<file path="src/rtl/mips32_mem_arbiter_if.sv">
// mips32_mem_arbiter_if: fetch, data and memory-side signals of the unified memory arbiter
interface mips32_mem_arbiter_if #(
    parameter int ADDR_W = 10,
    parameter int DATA_W = 32
);
    logic              if_req;
    logic [ADDR_W-1:0] if_addr;
    logic              if_flush;
    logic              if_gnt;
    logic              if_rvalid;
    logic [DATA_W-1:0] if_rdata;
    logic              d_req;
    logic              d_we;
    logic [ADDR_W-1:0] d_addr;
    logic [DATA_W-1:0] d_wdata;
    logic              d_gnt;
    logic              d_rvalid;
    logic [DATA_W-1:0] d_rdata;
    logic              mem_en;
    logic              mem_we;
    logic [ADDR_W-1:0] mem_addr;
    logic [DATA_W-1:0] mem_wdata;
    logic [DATA_W-1:0] mem_rdata;
    logic              busy;

    modport slave (
        input  if_req, if_addr, if_flush, d_req, d_we, d_addr, d_wdata, mem_rdata,
        output if_gnt, if_rvalid, if_rdata, d_gnt, d_rvalid, d_rdata,
               mem_en, mem_we, mem_addr, mem_wdata, busy
    );

    modport master (
        output if_req, if_addr, if_flush, d_req, d_we, d_addr, d_wdata, mem_rdata,
        input  if_gnt, if_rvalid, if_rdata, d_gnt, d_rvalid, d_rdata,
               mem_en, mem_we, mem_addr, mem_wdata, busy
    );
endinterface

</file>
<file path="src/rtl/mips32_mem_arbiter.sv">
// mips32_mem_arbiter: shares one memory port between fetch and data, data first with starvation guard
module mips32_mem_arbiter #(
    parameter int ADDR_W     = 10,
    parameter int DATA_W     = 32,
    parameter int MEM_LAT    = 2,
    parameter int STARVE_MAX = 3
) (
    input logic                 clk,
    input logic                 rst_n,
    mips32_mem_arbiter_if.slave bus
);
    localparam int SW = $clog2(STARVE_MAX + 1);
    localparam logic [SW-1:0] SMAX = SW'(STARVE_MAX);
    localparam logic [3:0] LAT_M1 = 4'(MEM_LAT - 1);

    typedef enum logic [1:0] {IDLE, ACCESS, WAIT, RESP} state_t;

    state_t            state, state_nxt;
    logic              pick_if, pick_d;
    logic              own_if, we_q, flush_q;
    logic [ADDR_W-1:0] addr_q;
    logic [DATA_W-1:0] wdata_q, rbuf, if_hold, d_hold;
    logic [3:0]        cnt;
    logic [SW-1:0]     starve;

    always_comb begin
        pick_if = bus.if_req && (!bus.d_req || starve == SMAX);
        pick_d = bus.d_req && !pick_if;
        state_nxt = state == IDLE ? ((pick_if || pick_d) ? ACCESS : IDLE) :
                    state == ACCESS ? (we_q ? IDLE : WAIT) :
                    state == WAIT ? (cnt == 4'd0 ? RESP : WAIT) : IDLE;
    end

    always_ff @(posedge clk or negedge rst_n) begin
        if (!rst_n) begin
            state <= IDLE;
            own_if <= 1'b0;
            we_q <= 1'b0;
            flush_q <= 1'b0;
            addr_q <= '0;
            wdata_q <= '0;
            rbuf <= '0;
            if_hold <= '0;
            d_hold <= '0;
            cnt <= '0;
            starve <= '0;
        end else begin
            state <= state_nxt;
            if (state == IDLE) begin
                if (pick_if || pick_d) begin
                    own_if <= pick_if;
                    we_q <= pick_d && bus.d_we;
                    addr_q <= pick_if ? bus.if_addr : bus.d_addr;
                    wdata_q <= pick_d ? bus.d_wdata : '0;
                end
                starve <= (!bus.if_req || pick_if) ? '0 :
                          (pick_d && starve != SMAX) ? starve + 1'b1 : starve;
                flush_q <= 1'b0;
            end else begin
                flush_q <= flush_q || (own_if && bus.if_flush);
            end
            cnt <= state == ACCESS ? LAT_M1 : (state == WAIT && cnt != 4'd0) ? cnt - 4'd1 : cnt;
            // last WAIT cycle is the one in which the memory presents read data
            if (state == WAIT && cnt == 4'd0) rbuf <= bus.mem_rdata;
            if (bus.if_rvalid) if_hold <= rbuf;
            if (bus.d_rvalid) d_hold <= rbuf;
        end
    end

    assign bus.busy      = state != IDLE;
    assign bus.mem_en    = state == ACCESS;
    assign bus.mem_we    = bus.mem_en && we_q;
    assign bus.mem_addr  = bus.mem_en ? addr_q : '0;
    assign bus.mem_wdata = bus.mem_we ? wdata_q : '0;
    assign bus.if_gnt    = bus.mem_en && own_if;
    assign bus.d_gnt     = bus.mem_en && !own_if;
    // a flush arriving in the response cycle itself still cancels delivery
    assign bus.if_rvalid = state == RESP && own_if && !flush_q && !bus.if_flush;
    assign bus.d_rvalid  = state == RESP && !own_if;
    assign bus.if_rdata  = bus.if_rvalid ? rbuf : if_hold;
    assign bus.d_rdata   = bus.d_rvalid ? rbuf : d_hold;
endmodule

</file>
<file path="src/flat_wrapper.sv">
// flat-port wrapper written by rule: the top's interface ports become plain ports
module mips32_mem_arbiter_flat 
#(
    parameter int ADDR_W     = 10,
    parameter int DATA_W     = 32,
    parameter int MEM_LAT    = 2,
    parameter int STARVE_MAX = 3
)
  (clk, rst_n, bus_if_req, bus_if_addr, bus_if_flush, bus_d_req, bus_d_we, bus_d_addr, bus_d_wdata, bus_mem_rdata, bus_if_gnt, bus_if_rvalid, bus_if_rdata, bus_d_gnt, bus_d_rvalid, bus_d_rdata, bus_mem_en, bus_mem_we, bus_mem_addr, bus_mem_wdata, bus_busy);
  mips32_mem_arbiter_if #(.ADDR_W(ADDR_W), .DATA_W(DATA_W)) bus_i ();
  input logic clk;
  input logic rst_n;
  input wire logic [$bits(bus_i.if_req)-1:0] bus_if_req;
  input wire logic [$bits(bus_i.if_addr)-1:0] bus_if_addr;
  input wire logic [$bits(bus_i.if_flush)-1:0] bus_if_flush;
  input wire logic [$bits(bus_i.d_req)-1:0] bus_d_req;
  input wire logic [$bits(bus_i.d_we)-1:0] bus_d_we;
  input wire logic [$bits(bus_i.d_addr)-1:0] bus_d_addr;
  input wire logic [$bits(bus_i.d_wdata)-1:0] bus_d_wdata;
  input wire logic [$bits(bus_i.mem_rdata)-1:0] bus_mem_rdata;
  output wire logic [$bits(bus_i.if_gnt)-1:0] bus_if_gnt;
  output wire logic [$bits(bus_i.if_rvalid)-1:0] bus_if_rvalid;
  output wire logic [$bits(bus_i.if_rdata)-1:0] bus_if_rdata;
  output wire logic [$bits(bus_i.d_gnt)-1:0] bus_d_gnt;
  output wire logic [$bits(bus_i.d_rvalid)-1:0] bus_d_rvalid;
  output wire logic [$bits(bus_i.d_rdata)-1:0] bus_d_rdata;
  output wire logic [$bits(bus_i.mem_en)-1:0] bus_mem_en;
  output wire logic [$bits(bus_i.mem_we)-1:0] bus_mem_we;
  output wire logic [$bits(bus_i.mem_addr)-1:0] bus_mem_addr;
  output wire logic [$bits(bus_i.mem_wdata)-1:0] bus_mem_wdata;
  output wire logic [$bits(bus_i.busy)-1:0] bus_busy;
  assign bus_i.if_req = bus_if_req;
  assign bus_i.if_addr = bus_if_addr;
  assign bus_i.if_flush = bus_if_flush;
  assign bus_i.d_req = bus_d_req;
  assign bus_i.d_we = bus_d_we;
  assign bus_i.d_addr = bus_d_addr;
  assign bus_i.d_wdata = bus_d_wdata;
  assign bus_i.mem_rdata = bus_mem_rdata;
  assign bus_if_gnt = bus_i.if_gnt;
  assign bus_if_rvalid = bus_i.if_rvalid;
  assign bus_if_rdata = bus_i.if_rdata;
  assign bus_d_gnt = bus_i.d_gnt;
  assign bus_d_rvalid = bus_i.d_rvalid;
  assign bus_d_rdata = bus_i.d_rdata;
  assign bus_mem_en = bus_i.mem_en;
  assign bus_mem_we = bus_i.mem_we;
  assign bus_mem_addr = bus_i.mem_addr;
  assign bus_mem_wdata = bus_i.mem_wdata;
  assign bus_busy = bus_i.busy;
  mips32_mem_arbiter #(.ADDR_W(ADDR_W), .DATA_W(DATA_W), .MEM_LAT(MEM_LAT), .STARVE_MAX(STARVE_MAX)) u_core (.clk(clk), .rst_n(rst_n), .bus(bus_i));
endmodule
</file>
<file path="config.mk">
export PLATFORM = sky130hd
export DESIGN_NAME = mips32_mem_arbiter_flat
export DESIGN_NICKNAME = d
export VERILOG_FILES = /design/src/rtl/mips32_mem_arbiter_if.sv /design/src/rtl/mips32_mem_arbiter.sv /design/src/flat_wrapper.sv
export SDC_FILE = /design/constraint.sdc
export NUM_CORES = 1
export LEC_CHECK = 0
export CORE_MARGIN = 4
export CORE_UTILIZATION = 26
export CTS_CLUSTER_SIZE = 10
export DETAILED_ROUTE_END_ITERATION = 12
export SYNTH_ARGS = -nofsm -noshare
export SYNTH_HDL_FRONTEND = slang
export SYNTH_SLANG_ARGS = --single-unit
</file>
<file path="constraint.sdc">
create_clock -name clk -period 2 [get_ports clk]
set_input_delay 0.3 -clock clk [delete_from_list [all_inputs] [get_ports clk]]
set_output_delay 0.3 -clock clk [all_outputs]
set_load 0.005 [all_outputs]
</file>
==> run_results.csv, run 1 <==
group,metric,value,unit
critical_path,cp.arrival,2250,ps
critical_path,cp.required,1700,ps
global_routing,grt_pass1_wl,29580,um
global_routing,grt_max_degree,69,
final_layout,diodes,0,
die,coreArea,23470,sq um
clock_network,cts_tree,"built",
global_routing,grt-ovfl-total,0,
placed_design,dp_cells,966,
power,fin_total_pwr,16.59,mW
global_routing,grt_use_met2,0.2300,
clock_network,cts.sinks,149,
global_routing,first_global_vias,5078,
sta,relSlewSlack,0.7422,
sta,finalWorstSetupSlack,-551.1,ps
sta,final-hold-violation-count,0,
detailed_routing,first_pass_iters,4,
die,start_util,0.2643,
detailed_routing,first_iter_violations,195,
critical_path,critPathKind,"reg2out",
detailed_routing,wirelength,19000,um
global_routing,grtUsageTotal,0.1434,
clock_network,clock_latency,420,ps
detailed_routing,num_vias,4758,
synthesis,yosys-top-cells-area,"dfrtp_1 (60%), mux2_2 (12%), mux2_4 (7.0%)",
sta,hold_slack,296.9,ps
synthesis,ys_seq_area_frac,0.6010,
die,die_area,26390,sq um
power,cellPowerDensity,1584,nW/um^2
sta,rsz0062_at_grt,"yes",
global_routing,grtUsageMet1,0.1911,
synthesis,synth_cells,455,
die,pin_count,203,
placed_design,place.gp.congestion,0.7492,
sta,setup_violations,110,
job,maxCapViolations,0,
critical_path,crit_buf_inv,5,
final_layout,synthToLayoutAreaGrowth,68.82,%
outcome,violations,"negative setup slack",
clock_network,clock_path_buffers,2,
final_layout,layout.cells.non_filler,1076,
synthesis,synth_cell_types,30,
critical_path,cpLargestDelayFamily,"buffers and inverters",
final_layout,drive_gt1_frac,0.4782,
sta,slew_viol_final,0,
synthesis,syn-num-nets,548,
clock_network,htree_levels,4,
global_routing,grt_busiest_layer,"met2",
critical_path,cpPeakStageDelay,570,ps
critical_path,slowest_stage,"or4_4",
detailed_routing,detail_route.wl_per_cell,17.66,um
sta,finalCritPeriodShare,1.276,
placed_design,port_buffers,202,
synthesis,synth_top_cell_by_area,"dfrtp_1",
placed_design,dp_hpwl,11030,um
synthesis,synth_area,6203,sq um
clock_network,cts_buffers,17,
synthesis,syn_area_per_cell,13.63,sq um
die,rows,56,
detailed_routing,drc,0,
detailed_routing,vias_per_cell,4.422,
die,chipHeight,162.5,um
sta,layout_min_cycle_time,2551,ps
sta,fmax,392.0,MHz
clock_network,clk_pin_slew,60,ps
critical_path,r2r_cells,8,
critical_path,startpoint_type,"register",
power,p_leak,5.108,nW
power,ir_worst_vdd,0.5678,mV
sta,tightest_slew,386.7,ps
synthesis,yosysWarnings,0,
critical_path,end_kind,"primary output",
global_routing,antenna_found_initial,0,
worst_hold_path,hold_class,"in2async",
global_routing,grtUsageMet3,0.04429,
synthesis,synth_top_area_frac,0.6010,
outcome,status,"finished, violations left",
clock_network,cts_root_buf,"clkbuf_16",
detailed_routing,ant_nets,0,
synthesis,synth.ff_latch_count,149,
sta,final.setup_skew,14.51,ps
final_layout,final_nets,837,
die,die_w,162.5,um
critical_path,path_cells,"inv_2 > or4_4 > buf_8 > buf_16 > buf_12 > mux2_4 > buf_6",
critical_path,critical_path_cell_count,7,
critical_path,cp_max_fo,7,
==> sequential cells by signal, summed over array words and instances (netlist names) <==
signal	cells
u_core.flush_q	1
u_core.d_hold	32
u_core.addr_q	10
u_core.cnt	4
u_core.own_if	1
u_core.we_q	1
u_core.wdata_q	32
u_core.starve	2
u_core.if_hold	32
u_core.state	2
u_core.rbuf	32
==> power by group <==
| group | internal [mW] | switching (mW) | total, mW |
|---|---|---|---|
| Combinational | 5.13 | 2.87 | 8.00 |
| Sequential | 4.47 | 0.779 | 5.25 |
| Clock | 2.04 | 1.30 | 3.34 |
==> cell families (layout without fill, tap and decap cells) <==
kind of cell / count (synthesis) / after routing / share of synthesized area
adder cells (fa/ha/maj): 3 / 3 / 0.006051
AND/OR/NAND/NOR: 90 / 90 / 0.08310
flip-flops: 149 / 149 / 0.6010
buffers and inverters: 43 / 345 / 0.03308
multiplexers: 96 / 96 / 0.1918
AO/OA/AOI/OAI: 74 / 74 / 0.08492
==> placed cells by master (no fill, tap or decap), types with 2 or more instances in the layout <==
cell type,instances
clkbuf_2,5
a31oi_1,11
clkbuf_8,2
and2_4,3
clkinv_4,3
buf_12,14
and3_1,24
a21oi_1,11
clkbuf_1,2
inv_2,4
nand2_1,10
clkbuf_16,17
nand2b_1,2
a22o_1,34
bufinv_16,3
and3_4,10
clkdlybuf4s50_1,88
clkinv_2,2
ha_1,3
clkinvlp_4,2
buf_2,38
dfrtp_1,149
nor3_1,3
clkdlybuf4s15_1,4
inv_1,5
nor2_1,5
buf_8,8
nand3_1,13
or2_2,2
mux2_4,63
o21ai_0,14
buf_4,30
mux2_2,33
buf_16,8
buf_6,106
and2_1,8
==> metal layers <==
layer	vias up	share of wire
li1	2213	-
met1	2384	0.45
met2	150	0.48
met3	11	0.063
met4	0	0.0086
met5	-	0
==> cell type report <==
| class | count | area [sq um] |
|---|---|---|
| Clock buffer | 21 | 460.4 |
| Clock inverter | 11 | 150.1 |
| Fill cell | 2153 | 13000 |
| Inverter | 10 | 45.04 |
| Multi-Input combinational cell | 263 | 2495 |
| Sequential cell | 149 | 3729 |
| Tap cell | 319 | 399.1 |
| Timing Repair Buffer | 303 | 3194 |
==> synthesized netlist by cell type <==
cell and instances:
or2_2 2, and2_1 12, a31oi_1 11, nor4b_2 1, nand2b_1 3, or4_4 1
mux2_2 67, nand2_1 11, or4_1 1, a21oi_1 11, and3_1 34, o311ai_0 1
inv_1 9, nor3b_1 1, ha_1 3, o2111ai_1 1, mux2_4 29, buf_2 11
nor3_1 3, nand3_1 14, a22o_1 34, nor2_1 6, a211oi_1 1, a32o_1 1
nor2b_1 1, buf_6 4, clkbuf_1 18, o21ai_0 14, inv_2 1, dfrtp_1 149
==> metrics by stage <==
step	worst slack (ps)	setup TNS (ps)	utilization	area, sq um
4_1_cts	-605.4	-40850	0.4455	10460
5_1_grt	-633.0	-47090	0.4462	10470
2_1_floorplan	188.0	0	-	6203
6_report	-551.1	-37920	0.4462	10470
3_3_place_gp	-535.6	-17080	0.3728	8751
3_5_place_dp	-546.3	-17410	0.3728	8751
==> timing repair <==
item	CTS	global route
setup buffers	62	16
gates resized for setup	589	53
cloned	12	0
setup endpoints to repair	113	145
pin swaps	12	4
hold endpoints to repair	17	0
hold buffers	1	0
==> path summary, 6_finish.rpt <==
check | endpoint | start | slack [ps]
worst max-delay path | bus_if_rdata[12] | u_core.own_if | -550
worst min register to register | u_core.starve[1] | u_core.starve[1] | 490
min in group clk | u_core.addr_q[8] | bus_d_addr[8] | 450
worst min-delay path | u_core.if_hold[15] | rst_n | 300
worst max register to register | u_core.rbuf[17] | u_core.state[0] | 10
max in group asynchronous | u_core.rbuf[30] | rst_n | 1070
Note: power is estimated with default switching activity, not from simulation.
==> run 2: changes to the inputs <==
--- a/config.mk
+++ b/config.mk
@@ -6,9 +6,10 @@
 export NUM_CORES = 1
 export LEC_CHECK = 0
 export CORE_MARGIN = 4
-export CORE_UTILIZATION = 26
+export CORE_UTILIZATION = 43
 export CTS_CLUSTER_SIZE = 10
 export DETAILED_ROUTE_END_ITERATION = 12
+export PLACE_DENSITY = 0.76
 export SYNTH_ARGS = -nofsm -noshare
 export SYNTH_HDL_FRONTEND = slang
 export SYNTH_SLANG_ARGS = --single-unit
==> run 2 against run 1 <==
Compared with the run above: the flow still finishes with violations (negative setup slack); register-to-register slack worse by 20 ps; power is 4.7% higher; maximum frequency is 2.3% lower; worst hold slack better by 140 ps; via count is 10% higher; worst setup slack worse by 61 ps; clock skew is 5.4 ps lower; wire length is 13% higher; cell count is 8.9% lower; critical path type unchanged; critical endpoint is now bus_if_rdata[6]; largest cell class unchanged.
==> run_results.csv, run 2 (synthesis results as in run 1) <==
group,metric,value,unit
outcome,status,"finished, violations left",
outcome,violations,"negative setup slack",
critical_path,r2r_cells,6,
placed_design,place.gp.congestion,0.7891,
clock_network,cts.sinks,149,
power,swShare,0.3127,
clock_network,htree_levels,4,
detailed_routing,wirelength,21490,um
final_layout,layout.cells.non_filler,980,
clock_network,clk_pin_slew,60,ps
sta,fmax,382.8,MHz
critical_path,reg2reg_to,"u_core.if_hold[6]",
die,pin_count,203,
detailed_routing,detail_route.wl_per_cell,21.93,um
clock_network,cts_tree,"built",
detailed_routing,num_vias,5236,
global_routing,antenna_found_initial,0,
placed_design,dp_cells,828,
placed_design,dp_hpwl,11580,um
power,ir_worst_vdd,0.7617,mV
sta,final.setup_skew,9.069,ps
power,p_int,11.94,mW
final_layout,fillCellCount,826,
global_routing,first_global_vias,5561,
detailed_routing,drc,0,
die,start_util,0.4435,
sta,slew_viol_final,0,
die,coreArea,13990,sq um
clock_network,clock_latency,430,ps
global_routing,grt_max_degree,62,
power,switching_power,5.431,mW
final_layout,drive_gt1_frac,0.5413,
sta,tightest_slew,496.8,ps
sta,hold_slack,440.9,ps
power,combPwrFrac,0.504,
critical_path,r2r_start,"u_core.flush_q",
sta,layout_min_cycle_time,2612,ps
critical_path,cpPeakStageDelay,610,ps
sta,setup_violations,113,
clock_network,cts_root_buf,"clkbuf_16",
final_layout,diodes,0,
final_layout,final_nets,880,
die,die_area,16410,sq um
critical_path,cp.arrival,2310,ps
detailed_routing,first_iter_violations,313,
critical_path,slowest_stage,"or4_4",
final_layout,ff_latch_area,3729,sq um
power,cellPowerDensity,1611,nW/um^2
critical_path,cpLargestDelayFamily,"simple AND/OR/NAND/NOR gates",
worst_hold_path,hold_class,"in2async",
power,p_clk_frac,0.183,
clock_network,clock_path_buffers,2,
job,maxCapViolations,0,
die,rows,43,
detailed_routing,first_pass_iters,5,
detailed_routing,vias_per_cell,5.343,
final_layout,synthToLayoutAreaGrowth,73.82,%
critical_path,cp.required,1700,ps
final_layout,multi_input_comb_area,2582,sq um
sta,final-hold-violation-count,0,
sta,rsz0062_at_grt,"yes",
die,die_w,128.1,um
sta,relSlewSlack,0.6688,
sta,finalWorstSetupSlack,-612.3,ps
critical_path,startpoint_type,"register",
sta,finalCritPeriodShare,1.306,
final_layout,final_cell_mix,"dfrtp_1 (149), buf_6 (141), clkdlybuf4s50_1 (88)",
final_layout,layout_commonest_cell,"dfrtp_1",
global_routing,grt_pass1_wl,30300,um
critical_path,end_kind,"primary output",
global_routing,grtUsageTotal,0.2376,
critical_path,regToRegSetupSlack,-10,ps
die,chipHeight,128.1,um
critical_path,critPathKind,"reg2out",
critical_path,crit_buf_inv,4,
detailed_routing,ant_nets,0,
placed_design,port_buffers,202,
critical_path,path_cells,"or4_4 > clkbuf_16 > buf_6 > buf_12 > mux2_4 > clkbuf_2",
power,p_leak,5.302,nW
clock_network,cts_buffers,17,
power,power_frac_seq,0.312,
critical_path,cp_max_fo,8,
global_routing,grt-ovfl-total,0,
[run 2: cell count changes in the layout (fill, tap and decap cells not counted), moves of 3 or more]
cell,change
buf_6,+35
and3_1,-11
clkbuf_16,+4
buf_2,-24
buf_4,+20
and3_4,+11
clkinv_4,-3
clkinvlp_4,+4
buf_16,-7
clkbuf_2,+18
and2_4,+8
clkdlybuf4s15_1,-4
and2_1,-8
[run 2: worst max path at each step]
| stage | start | endpoint | slack [ps] | cells after the start |
|---|---|---|---|---|
| floorplan | u_core.own_if | bus_if_rdata[10] | 190 | 5 |
| global placement | bus_if_flush | bus_if_rdata[25] | -520 | 5 |
| detailed placement | bus_if_flush | bus_if_rdata[22] | -550 | 5 |
| CTS | u_core.own_if | bus_if_rdata[22] | -710 | 5 |
| global route | u_core.flush_q | bus_if_rdata[0] | -660 | 6 |
| finish | u_core.flush_q | bus_if_rdata[6] | -610 | 6 |
[run 2: power groups by stage]
stage / clock network (mW) / registers (mW) / logic [mW]
2_1_floorplan: 0 / 4.95 / 2.93
3_3_place_gp: 0 / 5.17 / 5.67
3_5_place_dp: 0 / 5.23 / 5.92
4_1_cts: 3.21 / 5.28 / 7.94
5_1_grt: 3.37 / 5.53 / 9.27
6_report: 3.18 / 5.42 / 8.76
[run 2: worst reg2reg max path, cell delays in order, from the launching register on]
cell       delay [ps]
dfrtp_1           390
or4_4             610
clkbuf_16         200
buf_6             120
buf_12            140
mux2_4            320
buf_4             130
[run 2: repair_timing]
item                                    4_1_cts  5_1_grt
setup buffers                                66       63
endpoints found under the setup margin      113      185
gates cloned                                  6        4
gates resized for setup                     481      171
hold buffers                                  1        0
pin swaps                                     6        6
hold endpoints to repair                     46        0
[run 2: final cells by class]
type,instances,area share
multi-input combinational,263,0.2395
clock buffer,21,0.04363
tap,180,0.02089
inverter,10,0.004177
sequential,149,0.3458
clock inverter,11,0.01149
timing repair buffer,346,0.3345
[run 2: through the flow]
step / cell area (sq um) / power [mW] / setup slack [ps] / TNS (ps) / util
6_report: 10780 / 17.37 / -612.3 / -44860 / 0.7708
5_1_grt: 10780 / 18.18 / -656.0 / -51560 / 0.7708
4_1_cts: 10210 / 16.43 / -706.5 / -51250 / 0.7296
3_5_place_dp: 8569 / 11.15 / -546.5 / -17190 / 0.6126
3_3_place_gp: 8569 / 10.84 / -516.3 / -16660 / 0.6126
2_1_floorplan: 6203 / 7.886 / 188.0 / 0 / -
[run 2: routing by layer]
metal	up-vias	GRT usage	share of wire	routed length, um
li1	2300	-	-	-
met1	2678	0.2975	0.40	8535
met2	228	0.4054	0.52	11140
met3	30	0.06333	0.069	1488
met4	0	0.06991	0.015	323
met5	-	0	0	0
